File: src/rtl/interrupt_control_unit.sv
// Interrupt control unit.
// Takes over the pipeline control signals from the decode-stage control unit
// while it sequences an interrupt entry (push PC and flags, fetch the ISR
// vector, load PC) or an RTI (pop flags and PC, restore both).
module interrupt_control_unit #(
  parameter int          PC_WIDTH        = 32,
  parameter int          DATA_WIDTH      = 16,
  parameter int          ADDR_WIDTH      = 20,
  parameter int unsigned INT_VECTOR_ADDR = 0
) (
  input  logic                  clk,
  input  logic                  rst,
  input  logic                  intr,
  input  logic                  rti,
  input  logic [PC_WIDTH-1:0]   pc_in,
  input  logic [2:0]            flags_in,
  input  logic [DATA_WIDTH-1:0] mem_rdata,
  output logic                  int_flag,
  output logic                  stall,
  output logic                  stack_operation,
  output logic                  push_pop,
  output logic                  write_sp,
  output logic                  DMR,
  output logic                  DMW,
  output logic [DATA_WIDTH-1:0] mem_wdata,
  output logic                  addr_override,
  output logic [ADDR_WIDTH-1:0] mem_addr,
  output logic                  pc_load,
  output logic [PC_WIDTH-1:0]   pc_out,
  output logic                  flags_load,
  output logic [2:0]            flags_out
);

  localparam logic [3:0] S_IDLE     = 4'd0;
  localparam logic [3:0] S_PUSH_PCH = 4'd1;
  localparam logic [3:0] S_PUSH_PCL = 4'd2;
  localparam logic [3:0] S_PUSH_FLG = 4'd3;
  localparam logic [3:0] S_VEC_H    = 4'd4;
  localparam logic [3:0] S_VEC_L    = 4'd5;
  localparam logic [3:0] S_VEC_WAIT = 4'd6;
  localparam logic [3:0] S_JUMP     = 4'd7;
  localparam logic [3:0] S_POP_FLG  = 4'd8;
  localparam logic [3:0] S_POP_PCL  = 4'd9;
  localparam logic [3:0] S_POP_PCH  = 4'd10;
  localparam logic [3:0] S_POP_WAIT = 4'd11;
  localparam logic [3:0] S_RESUME   = 4'd12;

  // Vector word addresses; the low word wraps around the top of memory.
  localparam logic [ADDR_WIDTH-1:0] VEC_HI_ADDR = ADDR_WIDTH'(INT_VECTOR_ADDR);
  localparam logic [ADDR_WIDTH-1:0] VEC_LO_ADDR = VEC_HI_ADDR + ADDR_WIDTH'(1);

  logic [3:0]            state;
  logic [3:0]            state_nxt;
  logic                  intr_q;
  logic                  pending;
  logic                  intr_edge;
  logic                  accept_int;
  logic [PC_WIDTH-1:0]   saved_pc;
  logic [2:0]            saved_flags;
  logic [DATA_WIDTH-1:0] vec_hi;

  // Zero-extends the 3 flag bits to a full stack word.
  function automatic logic [DATA_WIDTH-1:0] flag_word(input logic [2:0] f);
    flag_word = {{(DATA_WIDTH-3){1'b0}}, f};
  endfunction

  assign intr_edge = intr & ~intr_q;
  // An RTI in IDLE takes priority; the interrupt stays pending behind it.
  assign accept_int = (state == S_IDLE) && !rti && (pending || intr_edge);

  // Rising-edge detection on intr; one pending request is remembered until accepted.
  always_ff @(posedge clk) begin
    if (rst) begin
      intr_q  <= 1'b0;
      pending <= 1'b0;
    end else begin
      intr_q <= intr;
      if (accept_int) begin
        pending <= 1'b0;
      end else if (intr_edge) begin
        pending <= 1'b1;
      end
    end
  end

  // Sequence state register.
  always_ff @(posedge clk) begin
    if (rst) begin
      state <= S_IDLE;
    end else begin
      state <= state_nxt;
    end
  end

  // Next-state: both sequences run straight through and return to IDLE.
  always_comb begin
    state_nxt = state;
    case (state)
      S_IDLE: begin
        if (rti) begin
          state_nxt = S_POP_FLG;
        end else if (pending || intr_edge) begin
          state_nxt = S_PUSH_PCH;
        end
      end
      S_PUSH_PCH: state_nxt = S_PUSH_PCL;
      S_PUSH_PCL: state_nxt = S_PUSH_FLG;
      S_PUSH_FLG: state_nxt = S_VEC_H;
      S_VEC_H:    state_nxt = S_VEC_L;
      S_VEC_L:    state_nxt = S_VEC_WAIT;
      S_VEC_WAIT: state_nxt = S_JUMP;
      S_JUMP:     state_nxt = S_IDLE;
      S_POP_FLG:  state_nxt = S_POP_PCL;
      S_POP_PCL:  state_nxt = S_POP_PCH;
      S_POP_PCH:  state_nxt = S_POP_WAIT;
      S_POP_WAIT: state_nxt = S_RESUME;
      S_RESUME:   state_nxt = S_IDLE;
      default:    state_nxt = S_IDLE;
    endcase
  end

  // Return context capture and read-data capture; read data lags DMR by one cycle.
  always_ff @(posedge clk) begin
    if (rst) begin
      saved_pc    <= '0;
      saved_flags <= '0;
      vec_hi      <= '0;
      pc_out      <= '0;
      flags_out   <= '0;
    end else begin
      if (accept_int) begin
        saved_pc    <= pc_in;
        saved_flags <= flags_in;
      end
      case (state)
        S_VEC_L:    vec_hi <= mem_rdata;
        S_VEC_WAIT: pc_out <= {vec_hi, mem_rdata};
        S_POP_PCL:  flags_out <= mem_rdata[2:0];
        S_POP_PCH:  pc_out[DATA_WIDTH-1:0] <= mem_rdata;
        S_POP_WAIT: pc_out[PC_WIDTH-1 -: DATA_WIDTH] <= mem_rdata;
        default: ;
      endcase
    end
  end

  // Moore output decode from the registered state.
  always_comb begin
    int_flag        = (state != S_IDLE);
    stall           = (state != S_IDLE);
    stack_operation = 1'b0;
    push_pop        = 1'b0;
    write_sp        = 1'b0;
    DMR             = 1'b0;
    DMW             = 1'b0;
    mem_wdata       = '0;
    addr_override   = 1'b0;
    mem_addr        = '0;
    pc_load         = 1'b0;
    flags_load      = 1'b0;
    case (state)
      S_PUSH_PCH: begin
        DMW             = 1'b1;
        stack_operation = 1'b1;
        push_pop        = 1'b1;
        write_sp        = 1'b1;
        mem_wdata       = saved_pc[PC_WIDTH-1 -: DATA_WIDTH];
      end
      S_PUSH_PCL: begin
        DMW             = 1'b1;
        stack_operation = 1'b1;
        push_pop        = 1'b1;
        write_sp        = 1'b1;
        mem_wdata       = saved_pc[DATA_WIDTH-1:0];
      end
      S_PUSH_FLG: begin
        DMW             = 1'b1;
        stack_operation = 1'b1;
        push_pop        = 1'b1;
        write_sp        = 1'b1;
        mem_wdata       = flag_word(saved_flags);
      end
      S_VEC_H: begin
        DMR           = 1'b1;
        addr_override = 1'b1;
        mem_addr      = VEC_HI_ADDR;
      end
      S_VEC_L: begin
        DMR           = 1'b1;
        addr_override = 1'b1;
        mem_addr      = VEC_LO_ADDR;
      end
      S_JUMP: begin
        pc_load = 1'b1;
      end
      S_POP_FLG, S_POP_PCL, S_POP_PCH: begin
        DMR             = 1'b1;
        stack_operation = 1'b1;
        write_sp        = 1'b1;
      end
      S_RESUME: begin
        pc_load    = 1'b1;
        flags_load = 1'b1;
      end
      default: ;
    endcase
  end

endmodule

File: config.mk
export PLATFORM = sky130hd
export DESIGN_NAME = interrupt_control_unit
export DESIGN_NICKNAME = d
export VERILOG_FILES = /design/src/rtl/interrupt_control_unit.sv
export SDC_FILE = /design/constraint.sdc
export NUM_CORES = 1
export LEC_CHECK = 0
export CORE_MARGIN = 3
export CORE_UTILIZATION = 60
export CTS_BUF_LIST = sky130_fd_sc_hd__clkbuf_8
export DETAILED_ROUTE_END_ITERATION = 8
export DONT_BUFFER_PORTS = 1
export PLACE_DENSITY = 0.81
export SYNTH_ARGS = -nofsm -noshare
export SYNTH_HDL_FRONTEND = slang
export SYNTH_SLANG_ARGS = --single-unit
File: constraint.sdc
create_clock -name clk -period 4.9 [get_ports clk]
set_input_delay 0.245 -clock clk [delete_from_list [all_inputs] [get_ports clk]]
set_output_delay 0.245 -clock clk [all_outputs]
set_load 0.02 [all_outputs]
==> results of run 1 <==
through the flow:
stage,instances,hold WS [ps]
floorplan,509,373
global placement,542,325
detailed placement,542,326
CTS,560,5.45
global route,562,6.45
finish,562,20.9
worst paths after layout:
check,cells after the start,to
hold / removal,2,vec_hi[10]
hold reg to reg,2,vec_hi[9]
setup / recovery,3,mem_wdata[15]
setup reg to reg,5,vec_hi[0]
cell families after synthesis:
group,Yosys count,synth area share
compound gates,91,0.135
xor+xnor,2,0.00405
buf+inv,68,0.0956
flops,92,0.425
mux,47,0.110
other cells,1,0.000866
simple gates,190,0.229
worst max-delay path, delay by kind of cell, from the launching register on:
family | cells | cell delay, ps
AOI/OAI and AO/OA | 1 | 410
DFF | 1 | 710
and+or+nand+nor | 2 | 1440
final cells by class:
class	instances	area, sq um
clock buffer	9	124
tap	96	120
fill	598	2510
multi-input combinational	349	2170
timing repair buffer	7	72.6
sequential	92	1840
clock inverter	7	58.8
inverter	2	7.51
power groups by stage:
stage	clock [uW]	sequential [uW]	combinational (uW)
after floorplan	0	822	235
after global placement	0	842	201
after detailed placement	0	844	206
after CTS	483	826	216
after global routing	521	832	235
final	473	827	217
layer usage:
| metal | vias up | track usage |
|---|---|---|
| met3 | 9 | 0.0911 |
| met2 | 152 | 0.345 |
| met4 | 0 | 0.0804 |
| met1 | 1513 | 0.270 |
| met5 | - | 0 |
| li1 | 1571 | - |
cell usage in the layout, fill, tap and decap left out, types with 2 or more instances in the layout:
| cell | Yosys | layout |
|---|---|---|
| a211oi_1 | 6 | 6 |
| a21oi_1 | 36 | 36 |
| a22o_1 | 13 | 13 |
| a22oi_1 | 3 | 3 |
| a311oi_1 | 11 | 11 |
| buf_4 | 23 | 3 |
| clkbuf_8 | 0 | 9 |
| conb_1 | 1 | 19 |
| dfxtp_1 | 92 | 92 |
| dlygate4sd3_1 | 0 | 3 |
| inv_6 | 0 | 3 |
| mux2_2 | 4 | 4 |
| mux2i_1 | 43 | 43 |
| nand2_1 | 57 | 57 |
| nand2b_1 | 74 | 74 |
| nand3_1 | 16 | 16 |
| nor2_1 | 18 | 18 |
| nor2b_1 | 2 | 2 |
| nor3_1 | 12 | 12 |
| o21ai_0 | 17 | 17 |
| or2_2 | 3 | 3 |
registers in the layout, indices dropped and copies added, names as in the netlist:
signal and count:
saved_pc 32, intr_q 1, pending 1, saved_flags 3, flags_out 3, state 4, pc_out 32, vec_hi 16
what timing repair did:
item / CTS / global route
hold buffers: 2 / 2
hold endpoints to repair: 55 / 2
setup endpoints to repair: 0 / 0
==> metrics.md, run 1 <==
| Metric | Value |
|---|---|
| Status | `completed` |
| Min setup slack post-route | `1760 ps` |
| Data required, critical path | `4660 ps` |
| Detail Route Antenna Nets | `0` |
| Post-DP HPWL | `6250 microns` |
| GRT Residual Overflow | `0` |
| Final setup TNS | `0 ps` |
| Largest net degree at the start of global routing | `73` |
| Dominant synthesized flop cell | `dfxtp_1` |
| Drt wl/cell | `16.3 microns` |
| Clock Path Buffers | `2` |
| Final min period | `3140 ps` |
| FMAX | `0.318 GHz` |
| Register clock-pin slew on the reported worst setup and hold paths | `90 ps` |
| Number of flops mapped to enable cells by yosys | `0` |
| Clk sinks | `between 90 and 100` |
| Area growth syn-to-layout | `1.50%` |
| Routed vias/inst | `5.77` |
| Crit. Startpoint | `state[1]` |
| Area leader, netlist | `dfxtp_1` |
| RSZ-0062 raised after global routing | `no` |
| Tcrit/Tclk final | `0.642` |
| Area of the die | `8270 sq um` |
| Final Setup Violations | `0` |
| Max rail drop VDD | `0.152 mV` |
| Top-count cell post-synth | `dfxtp_1` |
| Hold Startpoint | `mem_rdata[10]` |
| Hold Path Class | `input pin to register` |
| Synth top cells by count | `92 x dfxtp_1, 74 x nand2b_1, 57 x nand2_1, 43 x mux2i_1, 36 x a21oi_1` |
| WS Path Type | `register to output pin` |
| Mean post-synth cell area | `8.82 sq um` |
| Kind of end point of the critical path | `output pin` |
| Startpoint Class | `register` |
| # Max-Cap Violations | `0` |
| Number of max-slew violations in the final report | `0` |
| Critical path's largest stage delay | `890 ps` |
| Leak Pwr | `0.00146 uW` |
| Share of layout cells above drive strength 1 | `0.0687` |
| Vias after detailed routing | `around 3200` |
| Synth Instances | `491` |
| Synth unique cells | `39` |
| Worst clock skew | `13.4 ps` |
| #FFs+latches synth | `a little over 90` |
| Synth Warn # | `0` |
| Logic pwr share | `0.143` |
| Post-CTS Setup Bufs | `0` |
| Core Footprint | `roughly 7000 sq um` |
| Seq pwr share | `0.545` |
| DRT met1 WL | `3760 microns` |
| Initial antenna violation count | `0` |
| Cell chain of the critical path | `nand2b_1, nor2_1, a22o_1` |
| Met2 WL | `around 4300 microns` |
| PostCTS Resize Cnt | `0` |
| Floorplan row count | `30` |
| Top sig layer | `met4` |
| Total power | `1520 uW` |
| Met3 wire length | `977 microns` |
| Final net count | `516` |
| Worst slack at placement | `2130 ps` |
| Port Buffers | `0` |
| Power share of the clock group | `0.312` |
| 1st-iter DRT viols | `216` |
| Synth top area cells | `dfxtp_1 43%, nand2b_1 11%, mux2i_1 9.9%` |
| Post-Route WL | `approximately 9200 microns` |
| Power density cells | `about 350 nW/um^2` |
| Worst slew pin tran | `1270 ps` |
| R2R Setup Slk | `2040 ps` |
| Final Hold Viols | `0` |
| Relative slew slack | `0.146` |
| Switching Power | `about 460 uW` |
| Top Ports | `136` |
| Chip width | `91.0 microns` |
| First-pass GRT wire length | `around 15000 microns` |
| Clock root cell | `clkbuf_8` |
| Max Fanout on Critical Path | `19` |
| Tot GR Track Use | `0.220` |
| Fraction of registers with async set/reset | `0` |
| Placed Area | `roughly 4200 sq um` |
| Later-pin clock latency in the skew report | `350 ps` |
| Internal | `~1100 uW` |
| Worst Path Arrival | `2900 ps` |
| Final instance area | `4400 sq um` |
| Switching Share | `0.307` |
| Vias in the first global route | `3018` |
| Starting density of the core | `0.627` |
| GPL Wtd Cong | `0.837` |
| N_diodes | `0` |
| # H-tree levels | `3` |
| Worst path slowest cell | `nor2_1` |
| Die height | `91.0 microns` |
| Reg2reg start | `state[2]` |
| Post-synthesis sequential area ratio | `0.425` |
| # DRC | `0` |
| Drt pass-1 iters | `5` |
| CTS buffer count | `9` |
| Top cell type's share of synthesized area | `0.425` |
| Post-layout util | `0.636` |
| Mapped cell area | `about 4300 sq um` |
| CTS tree | `done` |
Power figures use the tool's default switching activity.
==> run 2: changes to the inputs <==
Clock period 4.9 ns to 2.9 ns, I/O delays scaled along.
==> run 2 against run 1 <==
Clock power is 89% higher. Count of clock-buffer cells in the layout did not move. Sequential power is 68% higher. Cell count grew 12%. Highest routed layer unchanged.
==> metrics.md, run 2 (same netlist as run 1, synthesis figures left out) <==
| Metric | Value |
|---|---|
| FMAX | `between 0.3 and 0.4 GHz` |
| Crit path max-delay family | `buffers and inverters` |
| Later-pin clock latency in the skew report | `360 ps` |
| Post-layout util | `0.733` |
| Initial antenna violation count | `1` |
| Drt pass-1 iters | `5` |
| # DRC | `0` |
| Floorplan row count | `30` |
| CTS buffer count | `9` |
| Regs by FF count | `pc_out x32, saved_pc x32, vec_hi x16` |
| Worst clock skew | `6.68 ps` |
| Detail Route Antenna Nets | `0` |
| Register clock-pin slew on the reported worst setup and hold paths | `~100 ps` |
| GPL Wtd Cong | `0.816` |
| Core Footprint | `6910 sq um` |
| Starting density of the core | `0.627` |
| Cell chain of the critical path | `nand4bb_1, inv_2, nand2_1, a21oi_1, dlygate4sd3_1` |
| Final setup TNS | `0 ps` |
| Worst setup path end | `vec_hi[2]` |
| RSZ-0062 raised after global routing | `no` |
| Critical path's largest stage delay | `680 ps` |
| Area growth syn-to-layout | `16.8%` |
| Share of layout cells above drive strength 1 | `0.0829` |
| Logic pwr share | `0.177` |
| Placed Area | `4270 sq um` |
| GR met1 Demand/Resource | `0.318` |
| Drt wl/cell | `roughly 17 microns` |
| Max Fanout on Critical Path | `17` |
| Clock root cell | `clkbuf_8` |
| Seq pwr share | `0.501` |
| Startpoint Class | `register` |
| Crit Reg-Reg Endpoint | `vec_hi[2]` |
| Top Ports | `136` |
| Worst slew pin tran | `814 ps` |
| Area of the die | `8270 sq um` |
| Met2 GRT Util | `0.438` |
| Kind of end point of the critical path | `register` |
| First-pass GRT wire length | `between 15000 and 20000 microns` |
| Switching Share | `0.302` |
| Largest net degree at the start of global routing | `approximately 120` |
| # H-tree levels | `3` |
| Tcrit/Tclk final | `0.863` |
| Post-Route WL | `10900 microns` |
| Finished Layout Cells | `628` |
| Hold Path Class | `input pin to register` |
| Number of max-slew violations in the final report | `0` |
| CTS Hold Bufs | `56` |
| Vias after detailed routing | `3592` |
| Internal | `1930 uW` |
| Final Setup Violations | `0` |
| # Max-Cap Violations | `0` |
| Switching Power | `between 800 and 900 uW` |
| Post-DP HPWL | `6420 microns` |
| Chip width | `91.0 microns` |
| Grt peak-use layer | `met2` |
| PostCTS Resize Cnt | `0` |
| Relative slew slack | `0.450` |
| Final net count | `just under 600` |
| Tot GR Track Use | `0.265` |
| Crit. Startpoint | `state[0]` |
| GRT Residual Overflow | `0` |
| Reg2Reg Depth | `5` |
| Clock Path Buffers | `2` |
| Critical path depth in cells | `5` |
| Final min period | `about 2500 ps` |
| 1st-iter DRT viols | `218` |
| Most frequent cells in the layout | `92 x dfxtp_1, 74 x nand2b_1, 57 x nand2_1` |
| M3 GR Usage | `0.0829` |
| Bufs and invs on worst path | `2` |
| Worst Path Arrival | `2810 ps` |
| Reg2reg start | `state[0]` |
| Worst path slowest cell | `dfxtp_1` |
| Clk sinks | `92` |
| Final instance area | `5060 sq um` |
| Routed vias/inst | `5.72` |
| R2R Setup Slk | `400 ps` |
| Most common cell after layout, fill and taps aside | `dfxtp_1` |
| Post-CTS Setup Bufs | `0` |
| CTS tree | `done` |
| Power share of the clock group | `0.322` |
| Max rail drop VDD | `around 0.3 mV` |
| Port Buffers | `0` |
| Status | `completed` |
| Power density cells | `roughly 550 nW/um^2` |
| Leak Pwr | `0.00176 uW` |
| Final Hold Viols | `0` |
| WS Path Type | `register to register` |
| Die height | `91.0 microns` |
| Worst Hold Slack | `13.6 ps` |
| # placed instances | `554` |
| Vias in the first global route | `3510` |
| Data required, critical path | `3210 ps` |
run 2: changes by cell type in the layout (fill, tap and decap cells not counted), sizes merged:
cell	previous run	this run
buf	4	16
dlygate4sd3	3	56
clkinv	2	1
bufinv	0	1
diode	0	1
run 2: through the flow:
| stage | setup WS, ps | total power [uW] |
|---|---|---|
| after CTS | 476 | 2770 |
| after detailed placement | 814 | 1810 |
| after global placement | 920 | 1790 |
| final | 396 | 2770 |
| after floorplan | 1040 | 1790 |
| after global routing | 202 | 2890 |
run 2: how the worst min path moves through the flow:
stage | end | cells past startpoint | start | slack [ps]
3_3_place_gp | intr_q | 1 | rst | 220
2_1_floorplan | intr_q | 1 | intr | 270
3_5_place_dp | pending | 1 | rst | 230
4_1_cts | saved_pc[25] | 2 | rst | 3
6_report | saved_pc[28] | 2 | rst | 10
5_1_grt | saved_pc[28] | 2 | rst | 10
run 2: power by group through the flow:
stage                     registers, uW  clock network (uW)  logic (uW)
final                              1390                 893         492
after global routing               1400                 966         532
after CTS                          1390                 904         483
after detailed placement           1410                   0         391
after global placement             1410                   0         382
after floorplan                    1390                   0         398
run 2: cell type report:
cell class                      count  area (sq um)
Multi-Input combinational cell    349          2170
Sequential cell                    92          1840
Tap cell                           96           120
Inverter                            2          7.51
Fill cell                         517          1850
Timing Repair Buffer               72           713
Clock buffer                        9           124
Antenna cell                        1          2.50
Clock inverter                      7          80.1
run 2: metal layers:
| layer | share of wire | wire [microns] |
|---|---|---|
| met1 | 0.39 | 4260 |
| met2 | 0.50 | 5440 |
| met3 | 0.086 | 934 |
| met4 | 0.024 | 267 |
| met5 | 0 | 0 |
==> run 3: changes to the inputs <==
Settings changed: REMOVE_ABC_BUFFERS set to 1.
==> run 3 against run 2 <==
The run now ends with hold timing left. Register-to-register slack better by 290 ps. Clock skew rose by 1.3 ps. Utilization increased by 0.20 points. Count of clock-buffer cells in the layout did not move. Fmax rose by 11%. Flip-flop and latch count unchanged. Total power rose by 5.0%. Critical path depth decreased by 3. Design area up 0.27%. Cell count down 0.64%. Highest routed layer unchanged.
==> metrics.md, run 3 (same netlist as run 1, synthesis figures left out) <==
| Metric | Value |
|---|---|
| Kind of end point of the critical path | `output pin` |
| Drt pass-1 iters | `5` |
| Later-pin clock latency in the skew report | `~350 ps` |
| WS Path Type | `register to output pin` |
| Post-DP HPWL | `5940 microns` |
| Final min period | `2260 ps` |
| Register clock-pin slew on the reported worst setup and hold paths | `90 ps` |
| Regs by FF count | `pc_out x32, saved_pc x32, vec_hi x16` |
| 1st-iter DRT viols | `176` |
| Final Setup Violations | `0` |
| Data required, critical path | `about 2800 ps` |
| Tot GR Track Use | `0.244` |
| Hold Path Class | `input pin to register` |
| Initial antenna violation count | `0` |
| Die height | `around 90 microns` |
| Power density cells | `between 500 and 600 nW/um^2` |
| Share of layout cells above drive strength 1 | `0.0795` |
| Worst slack at placement | `844 ps` |
| Finished Layout Cells | `624` |
| Drt wl/cell | `16.4 microns` |
| First-pass GRT wire length | `about 17000 microns` |
| CTS buffer count | `9` |
| Failing checks | `hold timing` |
| Core Footprint | `6910 sq um` |
| Post-CTS Setup Bufs | `0` |
| # placed instances | `552` |
| N_diodes | `0` |
| Startpoint Class | `register` |
| FMAX | `approximately 0.44 GHz` |
| Worst Path Arrival | `2110 ps` |
| Largest net degree at the start of global routing | `123` |
| Area growth syn-to-layout | `17.2%` |
| Chip width | `around 91 microns` |
| Final Hold Viols | `1` |
| Clk sinks | `92` |
| GRT Residual Overflow | `0` |
| Area of the die | `8270 sq um` |
| Detail Route Antenna Nets | `0` |
| Worst slew pin tran | `790 ps` |
| Worst path slowest cell | `dfxtp_1` |
| # H-tree levels | `3` |
| Max rail drop VDD | `approximately 0.29 mV` |
| Clock Path Buffers | `2` |
| Critical path's largest stage delay | `680 ps` |
| # Max-Cap Violations | `0` |
| # DRC | `0` |
| PostCTS Resize Cnt | `0` |
| Most common cell after layout, fill and taps aside | `dfxtp_1` |
| Relative slew slack | `0.466` |
| Worst clock skew | `approximately 8 ps` |
| Worst Hold Slack | `-0.787 ps` |
| Cell chain of the critical path | `nand4bb_1, inv_2` |
| Tcrit/Tclk final | `0.779` |
| Most frequent cells in the layout | `92 x dfxtp_1, 74 x nand2b_1, 57 x nand2_1` |
| Vias in the first global route | `3379` |
| Post-Route WL | `between 10000 and 15000 microns` |
| Leak Pwr | `about 0.0018 uW` |
| Port Buffers | `0` |
| Starting density of the core | `0.627` |
| GPL Wtd Cong | `0.780` |
| Clock root cell | `clkbuf_8` |
| Vias after detailed routing | `around 3500` |
| Top Ports | `136` |
| Min setup slack post-route | `between 600 and 700 ps` |
| Number of max-slew violations in the final report | `0` |
| Crit path max-delay family | `flip-flops` |
| Routed vias/inst | `5.54` |
| Bufs and invs on worst path | `1` |
| Final net count | `approximately 580` |
| RSZ-0062 raised after global routing | `no` |
| Status | `complete, but fails checks` |
| Floorplan row count | `30` |
| CTS tree | `done` |
| Max Fanout on Critical Path | `17` |
## run 3: cell count changes in the layout (fill, tap and decap cells not counted)
cell / delta
buf_4: -2
bufinv_16: +2
clkinv_4: +1
clkinvlp_4: -1
diode_2: -1
dlygate4sd3_1: -1
inv_6: -1
inv_8: -1
## run 3: worst paths after layout
| kind | from | end | slack [ps] | cells past startpoint |
|---|---|---|---|---|
| setup / recovery | state[0] | mem_addr[0] | 640 | 2 |
| setup reg to reg | state[1] | pc_out[6] | 690 | 5 |
| hold reg to reg | vec_hi[8] | vec_hi[8] | 460 | 2 |
| hold / removal | rst | saved_pc[31] | -0.8 | 2 |
## run 3: metal layers
metal,vias to the layer above,global-route usage,share of wire
met5,-,0,0
met3,14,0.0696,0.076
li1,1688,-,-
met4,0,0.0754,0.010
met2,138,0.425,0.51
met1,1618,0.289,0.40
## run 3: layout make-up
class | count | area [sq um]
clock inverters | 7 | 121
fillers | 498 | 1830
repair buffers | 69 | 688
flip-flops and latches | 92 | 1840
clock buffers | 9 | 124
well taps | 96 | 120
inverters | 2 | 7.51
multi-input cells | 349 | 2170
## run 3: power by group
part,internal (uW),total (uW),switching (uW)
combinational,198,474,276
sequential,1320,1390,74.4
clock,579,1040,462
total,2100,2910,812
## run 3: timing repair
item | CTS | global route
endpoints found under the setup margin | 0 | 0
endpoints found under the hold margin | 91 | 0
hold buffers | 56 | 0
## run 3: stage by stage
stage          area [sq um]  utilization  power (uW)  TNS (ps)
2_1_floorplan          3990            -        1700    -25120
3_3_place_gp           4250        0.615        1780         0
3_5_place_dp           4250        0.615        1800         0
4_1_cts                5070        0.735        2910         0
5_1_grt                5070        0.735        3020         0
6_report               5070        0.735        2910         0
